$ cat config.mk
export PLATFORM = sky130hd
export DESIGN_NAME = layer_output_streamer_flat
export DESIGN_NICKNAME = d
export VERILOG_FILES = /design/src/rtl/layer_output_streamer_if.sv /design/src/rtl/layer_output_streamer.sv /design/src/flat_wrapper.sv
export SDC_FILE = /design/constraint.sdc
export NUM_CORES = 1
export LEC_CHECK = 0
export BUFFER_PORTS_ARGS = -buffer_cell sky130_fd_sc_hd__buf_4
export CORE_ASPECT_RATIO = 2
export CORE_MARGIN = 4
export CORE_UTILIZATION = 38
export DETAILED_ROUTE_END_ITERATION = 8
export PLACE_DENSITY = 0.58
export SYNTH_ARGS = -nofsm -noshare
export SYNTH_HDL_FRONTEND = slang
export SYNTH_SLANG_ARGS = --single-unit
$ cat constraint.sdc
create_clock -name clk -period 5.7 [get_ports clk]
set_input_delay 0 -clock clk [delete_from_list [all_inputs] [get_ports clk]]
set_output_delay 0 -clock clk [all_outputs]
set_load 0.02 [all_outputs]
$ cat src/rtl/layer_output_streamer_if.sv
// Output stream bundle of the layer output streamer: one signed word per
// handshake together with its position in the frame.
interface layer_output_streamer_if #(
    parameter int DWIDTH = 16,
    parameter int N      = 10
);
    localparam int IW = $clog2(N);

    logic signed [DWIDTH-1:0] out_data;
    logic [IW-1:0]            out_index;
    logic                     out_valid;
    logic                     out_last;
    logic                     out_ready;

    modport master (
        output out_data,
        output out_index,
        output out_valid,
        output out_last,
        input  out_ready
    );

    modport slave (
        input  out_data,
        input  out_index,
        input  out_valid,
        input  out_last,
        output out_ready
    );
endinterface

$ cat src/rtl/layer_output_streamer.sv
// Captures one layer's N parallel neuron outputs and streams them one word
// per handshake, reporting the signed argmax of each completed frame.
//
// state  | meaning
// IDLE   | bank holds last frame, ready to capture a new one
// STREAM | presenting bank[idx], advancing on each handshake
module layer_output_streamer #(
    parameter int  DWIDTH = 16,
    parameter int  N      = 10,
    localparam int IW     = $clog2(N)
) (
    input  logic                     clk,
    input  logic                     reset,
    input  logic                     load,
    input  logic [N*DWIDTH-1:0]      data_in,
    output logic                     load_ready,
    output logic                     done,
    output logic [IW-1:0]            max_index,
    output logic signed [DWIDTH-1:0] max_value,
    layer_output_streamer_if.master  strm
);
    typedef enum logic {IDLE, STREAM} state_t;

    localparam logic [IW-1:0] LAST = IW'(N - 1);

    state_t                   state;
    logic signed [DWIDTH-1:0] bank [N];
    logic [IW-1:0]            idx;
    logic signed [DWIDTH-1:0] run_max;
    logic [IW-1:0]            run_idx;
    logic signed [DWIDTH-1:0] word;
    logic                     take_new;

    // Current word and whether it becomes the running max; word 0 always
    // seeds the tracker, later words must be strictly greater so ties keep
    // the lowest index.
    always_comb begin
        word     = bank[idx];
        take_new = (idx == '0) || (word > run_max);
    end

    assign load_ready     = (state == IDLE);
    assign strm.out_valid = (state == STREAM);
    assign strm.out_data  = word;
    assign strm.out_index = idx;
    assign strm.out_last  = (state == STREAM) && (idx == LAST);

    // Frame capture, stream sequencing and max tracking.
    always_ff @(posedge clk or negedge reset) begin
        if (!reset) begin
            state     <= IDLE;
            idx       <= '0;
            run_max   <= '0;
            run_idx   <= '0;
            max_index <= '0;
            max_value <= '0;
            done      <= 1'b0;
            for (int k = 0; k < N; k++) begin
                bank[k] <= '0;
            end
        end else begin
            done <= 1'b0;
            case (state)
                IDLE: begin
                    if (load) begin
                        for (int k = 0; k < N; k++) begin
                            bank[k] <= data_in[k*DWIDTH +: DWIDTH];
                        end
                        idx   <= '0;
                        state <= STREAM;
                    end
                end
                STREAM: begin
                    if (strm.out_ready) begin
                        if (take_new) begin
                            run_max <= word;
                            run_idx <= idx;
                        end
                        if (idx == LAST) begin
                            state     <= IDLE;
                            done      <= 1'b1;
                            max_value <= take_new ? word : run_max;
                            max_index <= take_new ? idx : run_idx;
                        end else begin
                            idx <= idx + IW'(1);
                        end
                    end
                end
                default: state <= IDLE;
            endcase
        end
    end
endmodule

$ cat src/flat_wrapper.sv
// flat-port wrapper written by rule: the top's interface ports become plain ports
module layer_output_streamer_flat 
#(
    parameter int  DWIDTH = 16,
    parameter int  N      = 10,
    localparam int IW     = $clog2(N)
)
  (clk, reset, load, data_in, load_ready, done, max_index, max_value, strm_out_data, strm_out_index, strm_out_valid, strm_out_last, strm_out_ready);
  layer_output_streamer_if #(.DWIDTH(DWIDTH), .N(N)) strm_i ();
  input  logic clk;
  input  logic reset;
  input  logic load;
  input  logic [N*DWIDTH-1:0] data_in;
  output logic load_ready;
  output logic done;
  output logic [IW-1:0] max_index;
  output logic signed [DWIDTH-1:0] max_value;
  output wire logic [$bits(strm_i.out_data)-1:0] strm_out_data;
  output wire logic [$bits(strm_i.out_index)-1:0] strm_out_index;
  output wire logic [$bits(strm_i.out_valid)-1:0] strm_out_valid;
  output wire logic [$bits(strm_i.out_last)-1:0] strm_out_last;
  input wire logic [$bits(strm_i.out_ready)-1:0] strm_out_ready;
  assign strm_out_data = strm_i.out_data;
  assign strm_out_index = strm_i.out_index;
  assign strm_out_valid = strm_i.out_valid;
  assign strm_out_last = strm_i.out_last;
  assign strm_i.out_ready = strm_out_ready;
  layer_output_streamer #(.DWIDTH(DWIDTH), .N(N)) u_core (.clk(clk), .reset(reset), .load(load), .data_in(data_in), .load_ready(load_ready), .done(done), .max_index(max_index), .max_value(max_value), .strm(strm_i));
endmodule
== After elaboration in Yosys (flattened, before gate mapping) ==
Cells that the tools add are included.

* Register bits: 206
* Input bits: 164
* Output and inout port bits: 44
* Logic and storage cells: 49

* $add $sub $neg: 1
* $lt $le $gt $ge: 2
* Eq/ne operators: 4
* Multiplexer cells: 16
* Bitwise gates (word level): 2
* Reduce and logical (&&, ||, !) cells: 7

{| class="wikitable"
|+ Operators with widths
! kind !! number
|-
| binary-select mux 16 bit (select 4 bit) || 1
|-
| 2-to-1 mux 16 bit || 3
|-
| greater-than comparator 16 bit || 1
|-
| 2-to-1 mux 4 bit || 4
|-
| case mux 4 bit (2 select lines) || 1
|-
| 2-to-1 mux 1 bit || 6
|-
| != test 2 bit, second input constant || 3
|-
| AND reduction 3 bit || 2
|-
| greater-or-equal comparator 5 bit, second input constant || 1
|-
| NOT 4 -> 5 bit || 1
|-
| adder 4 x 1 -> 4 bit, second input constant || 1
|-
| == test 4 bit, second input constant || 1
|-
| logical NOT 4 bit || 1
|-
| AND reduction 2 bit || 2
|-
| case mux 1 bit (2 select lines) || 1
|-
| logical AND 1 bit || 1
|-
| logical OR 1 bit || 1
|-
| NOT 1 bit || 1
|}

== Depth between registers and ports, before layout ==
Gate-level depths: netlist of run 1.

* Depth in word-level cells: 7
* Mapped depth: 16
* Gate-level depth less buffers: 12

== Least setup slack after synthesis of run 1 ==
No wires, ideal clock.

* Path type: reg2reg
* Start: register u_core.idx[0] (netlist: u_core.strm.out_index[0])
* End: register u_core.run_idx[0]
* Setup time: 0.125 ns
* Data arrival time: 4.310 ns
* Data required time: 5.575 ns
* Setup slack: 1.265 ns
* Stages on the path, launching flop included: 15
* Path buffers: 4
* Period minus slack after synthesis: 4.435 ns
* Cell sequence: dfrtp_1 > buf_2 > buf_2 > mux4_2 > a221oi_1 > a21oi_1 > ha_1 > nand3_1 > or3_1 > buf_2 > a211o_1 > nor4bb_4 > o31ai_4 > buf_6 > mux2_4

* Word-level cells in the longest chain between the ends: 7
* Elaborated cells between the ends (all ways): 8
* Classes of those cells: order compare (1); mux (4); bitwise (1); reduce/logical (2)

{| class="wikitable"
|+ RTL lines
! element !! RTL line !! source
|-
| from (decl) || layer_output_streamer.sv:28 || <nowiki>logic [IW-1:0] idx;</nowiki>
|-
| from (signal assigned) || layer_output_streamer.sv:85 || <nowiki>idx <= idx + IW'(1);</nowiki>
|-
| NOT 4 -> 5 bit (not written as such) || layer_output_streamer.sv:38 || <nowiki>word = bank[idx];</nowiki>
|-
| binary-select mux 16 bit (select 4 bit) || layer_output_streamer.sv:38 ||
|-
| 2-to-1 mux 16 bit (not written as such) (2 in series) || layer_output_streamer.sv:38 ||
|-
| named net strm_out_data[14] || flat_wrapper.sv:18 || <nowiki>output wire logic [$bits(strm_i.out_data)-1:0] strm_out_data;</nowiki>
|-
| greater-than comparator 16 bit || layer_output_streamer.sv:39 || <nowiki>take_new = (idx == '0) || (word > run_max);</nowiki>
|-
| logical OR 1 bit || layer_output_streamer.sv:39 ||
|-
| 2-to-1 mux 4 bit || -- ||
|-
| to (signal assigned) || layer_output_streamer.sv:77 || <nowiki>run_idx <= idx;</nowiki>
|-
| to (decl) || layer_output_streamer.sv:30 || <nowiki>logic [IW-1:0] run_idx;</nowiki>
|}

The timed path passes the listed nets, and every way through them passes these cells. The select of a mux whose other input is x is not followed.
A chain may end at the register's enable or synchronous reset.

== Worst setup path in the final report of run 1 ==
* Start: register u_core.idx[0] (netlist: u_core.strm.out_index[0])
* End: register u_core.run_idx[1]

* Word-level cells in the longest chain between the ends: 7
* Elaborated cells between the ends (all ways): 8
* Classes of those cells: order compare (1); mux (4); bitwise (1); reduce/logical (2)

{| class="wikitable"
|+ RTL lines
! element !! RTL line
|-
| NOT 4 -> 5 bit (not written as such) || layer_output_streamer.sv:38
|-
| binary-select mux 16 bit (select 4 bit) || layer_output_streamer.sv:38
|-
| 2-to-1 mux 16 bit (not written as such) (2 in series) || layer_output_streamer.sv:38
|-
| greater-than comparator 16 bit || layer_output_streamer.sv:39
|-
| logical OR 1 bit * || layer_output_streamer.sv:39
|-
| 2-to-1 mux 4 bit * || --
|}

Every way passes the cells marked *; elsewhere a longest branch is shown, timed or not. The select of a mux whose other input is x is not followed.

==> flow_metrics.py, run 1 <==
metrics = {
    "synth": {
        "dominant_combinational_cell_family_by_area_after_synthesis": "simple AND/OR/NAND/NOR gates",
        "syn_area_um2": 9950,
        "yosys_warnings": 0,
        "synth.largest_area_cell": "sky130_fd_sc_hd__dfrtp_1",
        "synth_common_cells": "536 x sky130_fd_sc_hd__nand2_1, 206 x sky130_fd_sc_hd__dfrtp_1, 48 x sky130_fd_sc_hd__clkbuf_1",
        "synth_top_cell_area_share_pct": 51.8,
        "postSynthRegisterBits": 206,
        "synth.area.mux_share_pct": 12.2,
        "yosysSeqAreaShare_pct": 51.8,
        "synth_compound_gate_area_share_pct": 6.87,
        "simple_logic_cell_fraction_of_the_synthesized_area_pct": 22.8,
        "synth_edf_count": 0,
        "post-synth-top-count-cell": "sky130_fd_sc_hd__nand2_1",
        "post_synth_fa_ha_maj_area_fraction_pct": 2.39,
        "syn-instance-count": 1061,
        "synthTopCellsByArea": "sky130_fd_sc_hd__dfrtp_1 52%, sky130_fd_sc_hd__nand2_1 20%, sky130_fd_sc_hd__mux4_2 7.2%",
        "syn-mean-instance-area_um2": 9.38,
        "ys_async_sr_fraction_pct": 100,
        "dominantRegCellSynth": "sky130_fd_sc_hd__dfrtp_1",
        "post_synthesis_net_count": 1244,
        "synth.distinct_cells": 45,
        "post_synth_xor_area_fraction_pct": 0.176,
    },
    "setup_path": {
        "worst_ep_required_time_ns": 6.08,
        "critical_path_class": "flip-flop to flip-flop",
        "critPathMaxFanout": 27,
        "reg2reg_depth": 12,
        "worst_setup_path_end_kind": "flip-flop",
        "worst_reg2reg_path_endpoint": "u_core.run_idx[1]",
        "worst_r2r_startpoint": "u_core.strm.out_index[0]",
        "start_kind": "flip-flop",
        "cp.arrival_ns": 5.31,
        "ff2ff_setup_slack_ns": 0.77,
    },
    "cts": {
        "clock_tree.buffer_depth": 3,
        "cts_root_buf": "sky130_fd_sc_hd__clkbuf_16",
        "insertion_delay_ns": 0.51,
        "tritoncts_num_sinks": 206,
        "htreeDepth": 1,
        "cts.repair.resized": 0,
        "cts_tree": "yes",
        "worst_path_clk_slew_ns": 0.07,
        "cts_buffers": 21,
    },
    "placed_design": {
        "hpwl_um": 23200,
        "placement.io_buffers": 207,
        "gp_congestion": 0.876,
        "dp.cells": 1556,
        "dpl_worst_slack_ns": 0.769,
    },
    "sta": {
        "rsz0062_at_grt": "false",
        "skew_ns": 0.0137,
        "period_needed_ns": 4.93,
        "timing.fmax_ghz": 0.203,
        "timing.final.setup_violations": 0,
        "slew_headroom_pct": 12.9,
        "fin_hold_ws_ns": 0.138,
        "timing.final.crit_share_pct": 86.5,
        "tightestPinTransition_ns": 1.31,
        "timing.final.ws_setup_ns": 0.767,
        "timing.final.max_slew_violations": 0,
        "hold_violations": 0,
        "finalSetupTns_ns": 0,
    },
    "route": {
        "via_count_normalized_by_instance_count": 5.05,
        "remaining_drc_errors": 0,
        "drtPass1Iterations": 4,
        "vias": 8894,
        "ant_nets": 0,
        "drt_first_iter_violations": 534,
        "postRouteWirelength_um": 33500,
        "route.detailed.wl_per_inst_um": 19.0,
    },
    "finish": {
        "final.fill_count": 2310,
        "multi_input_gate_area_in_the_final_layout_um2": 4430,
        "postLayoutCoreUtil_pct": 55.1,
        "final_layout_size_suffix_gt1_share_pct": 23.7,
        "syn_to_layout_area_delta_pct": 42.7,
        "final_net_count": 1588,
        "final-seq-area_um2": 5160,
        "instances_no_fill": 1761,
    },
    "global_routing": {
        "grt_pass1_vias": 9773,
        "overflow": 0,
        "track_usage_pct": 23.6,
        "maximum_number_of_pins_on_one_net_before_global_route_repair": 111,
        "grt_first_pass_wirelength_um": 53000,
        "initial_antenna_violation_count": 1,
    },
    "die": {
        "initial_utilization_pct": 38.6,
        "placement_rows": 83,
        "floorplan.core_area_um2": 25800,
        "io_pins": 208,
        "floorplan.die.height_um": 237,
        "die_width_um": 122,
        "floorplan.die_area_um2": 29000,
    },
    "power_and_ir_drop": {
        "power-per-cell-area_nw_per_um2": 569,
        "vdd.ir_drop.worst_mv": 0.283,
        "power.leakage_nw": 7.10,
    },
    "worst_hold_path": {
        "min-delay-path-class": "input port to async pin",
    },
    "run": {
        "max_capacitance_violation_count": 0,
    },
    "status": {
        "run_status": "completed",
    },
}
[stage by stage]
step | total power (W) | area [um^2]
2_1_floorplan | 0.00521 | 9950
3_3_place_gp | 0.00649 | 11800
3_5_place_dp | 0.00655 | 11800
4_1_cts | 0.00815 | 14200
5_1_grt | 0.00866 | 14200
6_report | 0.00809 | 14200
[what timing repair did]
item / in CTS / in global routing
hold buffers: 166 / 0
endpoints found under the hold margin: 268 / 0
buffers inserted: 0 / 0
endpoints found under the setup margin: 0 / 0
[power breakdown]
part | switching (W) | internal [W] | total [W]
clock network | 0.000595 | 0.000894 | 0.00149
logic | 0.00218 | 0.00176 | 0.00395
registers | 0.000504 | 0.00214 | 0.00265
total | 0.00328 | 0.00480 | 0.00809
[placed cells by master, fill, tap and decap left out, drive strengths merged, types with 5 or more instances in the layout]
master         n
dlygate4sd3  166
o211ai        17
mux2          36
mux4          32
buf          221
a221oi        16
inv           24
a21oi         24
ha            19
dfrtp        206
nor2          27
clkbuf        30
o311ai        18
o31ai          6
nand2        536
clkinv         5
[registers in the layout (all words and copies together), names as in the netlist]
signal and count:
u_core.bank 160, u_core.max_value 16, u_core.run_max 16, u_core.max_index 4
u_core.run_idx 4, u_core.strm.out_index 4, u_core.done 1, u_core.strm.out_valid 1
[area by class of cell]
| type | count | area share [%] |
|---|---|---|
| well taps | 340 | 3.00 |
| inverters | 24 | 0.634 |
| multi-input cells | 764 | 31.2 |
| clock inverters | 9 | 0.916 |
| repair buffers | 388 | 23.6 |
| clock buffers | 29 | 4.33 |
| diodes | 1 | 0.0176 |
| flip-flops and latches | 206 | 36.3 |
[routing by layer]
metal / vias to the layer above / track usage (%) / share of wire [%]
li1: 4187 / - / -
met1: 4322 / 25.0 / 35
met2: 271 / 42.5 / 53
met3: 114 / 2.72 / 3.9
met4: 0 / 16.2 / 8.3
met5: - / 0 / 0
[logic make-up after synthesis]
logic type / count (synthesis)
buffers and inverters: 91
DFF: 206
AOI/OAI and AO/OA: 90
and+or+nand+nor: 584
muxes: 69
xor gates and xnor gates: 2
adders and majority gates: 19
[worst max-delay path by stage]
stage | start | to | slack (ns)
after CTS | u_core.strm.out_index[0] | u_core.run_idx[1] | 0.76
after floorplan | u_core.strm.out_index[0] | u_core.run_idx[0] | 1.27
final | u_core.strm.out_index[0] | u_core.run_idx[1] | 0.77
after detailed placement | u_core.strm.out_index[0] | u_core.run_idx[1] | 0.77
after global routing | u_core.strm.out_index[0] | u_core.max_index[0] | 0.34
after global placement | u_core.strm.out_index[0] | u_core.run_max[4] | 0.80
[worst max-delay path, cell delays in order (launching register included)]
cell and delay [ns]:
sky130_fd_sc_hd__dfrtp_4 0.75, sky130_fd_sc_hd__buf_12 0.26, sky130_fd_sc_hd__mux4_2 0.52, sky130_fd_sc_hd__nand2_1 0.15, sky130_fd_sc_hd__a21oi_1 0.17, sky130_fd_sc_hd__ha_1 0.41
sky130_fd_sc_hd__nand3_1 0.09, sky130_fd_sc_hd__or3_1 0.47, sky130_fd_sc_hd__o31ai_1 0.45, sky130_fd_sc_hd__o31ai_2 0.19, sky130_fd_sc_hd__o31ai_4 0.59, sky130_fd_sc_hd__buf_4 0.38
sky130_fd_sc_hd__mux2_4 0.33
(Power assumes the default switching activity.)
==> run 2, diff against run 1 <==
--- a/config.mk
+++ b/config.mk
@@ -5,6 +5,7 @@
 export SDC_FILE = /design/constraint.sdc
 export NUM_CORES = 1
 export LEC_CHECK = 0
+export ABC_AREA = 1
 export BUFFER_PORTS_ARGS = -buffer_cell sky130_fd_sc_hd__buf_4
 export CORE_ASPECT_RATIO = 2
 export CORE_MARGIN = 4
==> flow_metrics.py, run 2 <==
metrics = {
    "status": {
        "run_status": "completed",
    },
    "sta": {
        "timing.final.max_slew_violations": 0,
        "slew_headroom_pct": 30.5,
        "timing.final.crit_share_pct": 83.0,
        "timing.final.setup_violations": 0,
        "finalSetupTns_ns": 0,
        "period_needed_ns": 4.73,
        "skew_ns": 0.0108,
        "timing.fmax_ghz": 0.211,
        "hold_violations": 0,
        "rsz0062_at_grt": "false",
        "tightestPinTransition_ns": 1.04,
    },
    "die": {
        "io_pins": 208,
        "placement_rows": 83,
        "initial_utilization_pct": 38.7,
        "floorplan.die_area_um2": 29100,
        "floorplan.core_area_um2": 25900,
        "floorplan.die.height_um": 237,
        "die_width_um": 123,
    },
    "synth": {
        "post_synthesis_net_count": 1509,
        "synth.area.mux_share_pct": 0,
        "syn_area_um2": 10000,
        "synth.largest_area_cell": "sky130_fd_sc_hd__dfrtp_1",
        "yosys_warnings": 0,
        "synth_top_cell_area_share_pct": 51.5,
        "simple_logic_cell_fraction_of_the_synthesized_area_pct": 34.4,
        "synth_common_cells": "700 x sky130_fd_sc_hd__nand2_1, 206 x sky130_fd_sc_hd__dfrtp_1, 72 x sky130_fd_sc_hd__nor2_1",
        "syn-instance-count": 1326,
        "ys_async_sr_fraction_pct": 100,
        "dominant_combinational_cell_family_by_area_after_synthesis": "simple AND/OR/NAND/NOR gates",
        "synth.distinct_cells": 32,
        "post-synth-top-count-cell": "sky130_fd_sc_hd__nand2_1",
        "synth_compound_gate_area_share_pct": 6.02,
        "dominantRegCellSynth": "sky130_fd_sc_hd__dfrtp_1",
        "synth_edf_count": 0,
        "post_synth_xor_area_fraction_pct": 0.0876,
        "synthTopCellsByArea": "sky130_fd_sc_hd__dfrtp_1 52%, sky130_fd_sc_hd__nand2_1 26%, sky130_fd_sc_hd__nand3_1 3.2%",
        "syn-mean-instance-area_um2": 7.54,
        "postSynthRegisterBits": 206,
        "post_synth_fa_ha_maj_area_fraction_pct": 2.38,
        "yosysSeqAreaShare_pct": 51.5,
    },
    "power_and_ir_drop": {
        "vdd.ir_drop.worst_mv": 0.337,
        "power-per-cell-area_nw_per_um2": 583,
        "power.leakage_nw": 7.49,
    },
    "cts": {
        "cts_buffers": 21,
        "tritoncts_num_sinks": 206,
        "htreeDepth": 1,
        "cts_tree": "yes",
        "worst_path_clk_slew_ns": 0.07,
        "cts.repair.resized": 0,
        "cts_root_buf": "sky130_fd_sc_hd__clkbuf_16",
        "cts.repair_timing.setup_buffer_count": 0,
        "clock_tree.buffer_depth": 3,
        "insertion_delay_ns": 0.51,
    },
    "setup_path": {
        "critPathMaxFanout": 41,
        "worst_setup_path_end_kind": "flip-flop",
        "cp.arrival_ns": 5.12,
        "start_kind": "flip-flop",
        "worst_ep_required_time_ns": 6.09,
        "critical_path_class": "flip-flop to flip-flop",
    },
    "route": {
        "drtPass1Iterations": 5,
        "drt_first_iter_violations": 560,
        "route.detailed.wl_per_inst_um": 17.2,
        "via_count_normalized_by_instance_count": 4.86,
        "postRouteWirelength_um": 34500,
        "remaining_drc_errors": 0,
        "ant_nets": 0,
        "vias": 9756,
    },
    "finish": {
        "mostFrequentLayoutCell": "sky130_fd_sc_hd__nand2_1",
        "final_layout_size_suffix_gt1_share_pct": 16.7,
        "n_antenna_cell": 0,
        "largest-register": "u_core.bank",
        "final_net_count": 1838,
        "postLayoutCoreUtil_pct": 54.2,
        "layout_top_registers": "u_core.bank (160), u_core.max_value (16), u_core.run_max (16)",
        "syn_to_layout_area_delta_pct": 40.1,
        "layout_common_cells": "700 x sky130_fd_sc_hd__nand2_1, 218 x sky130_fd_sc_hd__buf_4, 204 x sky130_fd_sc_hd__dfrtp_1, 162 x sky130_fd_sc_hd__dlygate4sd3_1, 72 x sky130_fd_sc_hd__nor2_1",
        "largest_register_ffs": 160,
    },
    "run": {
        "max_capacitance_violation_count": 0,
    },
    "worst_hold_path": {
        "min-delay-path-class": "input port to async pin",
    },
    "placed_design": {
        "placement.io_buffers": 207,
        "hpwl_um": 24000,
        "gp_congestion": 0.885,
    },
    "global_routing": {
        "initial_antenna_violation_count": 0,
        "maximum_number_of_pins_on_one_net_before_global_route_repair": 105,
        "track_usage_pct": 23.6,
        "grt_first_pass_wirelength_um": 53400,
        "overflow": 0,
        "grt_pass1_vias": 10100,
    },
}
## run 2: changes by cell type in the layout (fill, tap and decap cells not counted), sizes merged, moves of 14 or more
cell / previous run / this run
nand2: 536 / 704
o21ai: 0 / 68
nand3: 3 / 65
nor2: 27 / 75
mux2: 36 / 0
mux4: 32 / 0
o22ai: 1 / 32
inv: 24 / 54
o311ai: 18 / 0
a21oi: 24 / 7
o211ai: 17 / 0
a221oi: 16 / 0
and3: 2 / 16
## run 2: metal layers
layer  vias up  wire length (um)  track usage, %
met4         0              2180            13.7
met3        98              1440            2.48
met1      4558             12500            25.9
li1       4803                 -               -
met5         -                 0               0
met2       297             18400            42.9
## run 2: final timing paths
path | from | end | slack, ns | cells after the start
max in group asynchronous | reset | u_core.strm.out_index[1] | 4.19 | 3
min in group clk | data_in[99] | u_core.bank[51] | 0.23 | 4
setup reg to reg | u_core.strm.out_index[0] | u_core.max_value[2] | 0.97 | 19
hold reg to reg | u_core.bank[84] | u_core.bank[84] | 0.47 | 2
setup / recovery | u_core.strm.out_index[0] | u_core.max_value[2] | 0.97 | 19
hold / removal | reset | u_core.bank[23] | 0.08 | 2
## run 2: layout make-up
cell class | count | area, um^2
Clock buffer | 24 | 567
Inverter | 52 | 198
Timing Repair Buffer | 381 | 3270
Fill cell | 2450 | 11800
Multi-Input combinational cell | 993 | 4290
Sequential cell | 206 | 5160
Tap cell | 340 | 425
Clock inverter | 12 | 108
## run 2: kinds of logic (layout without fill, tap and decap cells)
group                      count (synthesis)  after routing
and+or+nand+nor                          865            865
DFF                                      206            206
buffers and inverters                    127            469
AOI/OAI and AO/OA                        108            108
adders and majority gates                 19             19
xor gates and xnor gates                   1              1
## run 2: what timing repair did
| item | 4_1_cts | 5_1_grt |
|---|---|---|
| endpoints found under the setup margin | 0 | 0 |
| hold buffers | 162 | 0 |
| hold endpoints to repair | 236 | 0 |
## run 2: worst max-delay path: stages (launching register included)
cell	delay (ns)
sky130_fd_sc_hd__dfrtp_2	0.64
sky130_fd_sc_hd__inv_2	0.60
sky130_fd_sc_hd__buf_4	0.34
sky130_fd_sc_hd__buf_4	0.23
sky130_fd_sc_hd__o21ai_0	0.10
sky130_fd_sc_hd__o22ai_1	0.23
sky130_fd_sc_hd__nand2_1	0.08
sky130_fd_sc_hd__and3_1	0.17
sky130_fd_sc_hd__inv_1	0.09
sky130_fd_sc_hd__ha_1	0.26
sky130_fd_sc_hd__a21oi_1	0.15
sky130_fd_sc_hd__nand2_1	0.06
sky130_fd_sc_hd__a21oi_1	0.20
sky130_fd_sc_hd__nand2_1	0.08
sky130_fd_sc_hd__nand2_1	0.07
sky130_fd_sc_hd__nand3_2	0.37
sky130_fd_sc_hd__nand2_2	0.55
sky130_fd_sc_hd__nand2_1	0.20
sky130_fd_sc_hd__nand3_1	0.11
sky130_fd_sc_hd__nand2_1	0.06
## run 2: power breakdown
| group | switching [W] | internal, W | total [W] |
|---|---|---|---|
| combinational | 0.00272 | 0.00148 | 0.00420 |
| sequential | 0.000481 | 0.00213 | 0.00261 |
| clock | 0.000602 | 0.000766 | 0.00137 |
| total | 0.00380 | 0.00438 | 0.00818 |
## run 2: per-stage QoR
stage / worst slack (ns) / hold slack (ns) / power, W / cell area (um^2) / cells
finish: 0.969 / 0.0778 / 0.00818 / 14000 / 2008
global route: 0.523 / 0.143 / 0.00890 / 14000 / 2008
CTS: 0.978 / 0.105 / 0.00824 / 14000 / 2008
detailed placement: 0.999 / 0.0686 / 0.00676 / 11700 / 1810
global placement: 1.02 / 0.0686 / 0.00669 / 11700 / 1810
floorplan: 2.82 / -0.296 / 0.00544 / 10000 / 1326
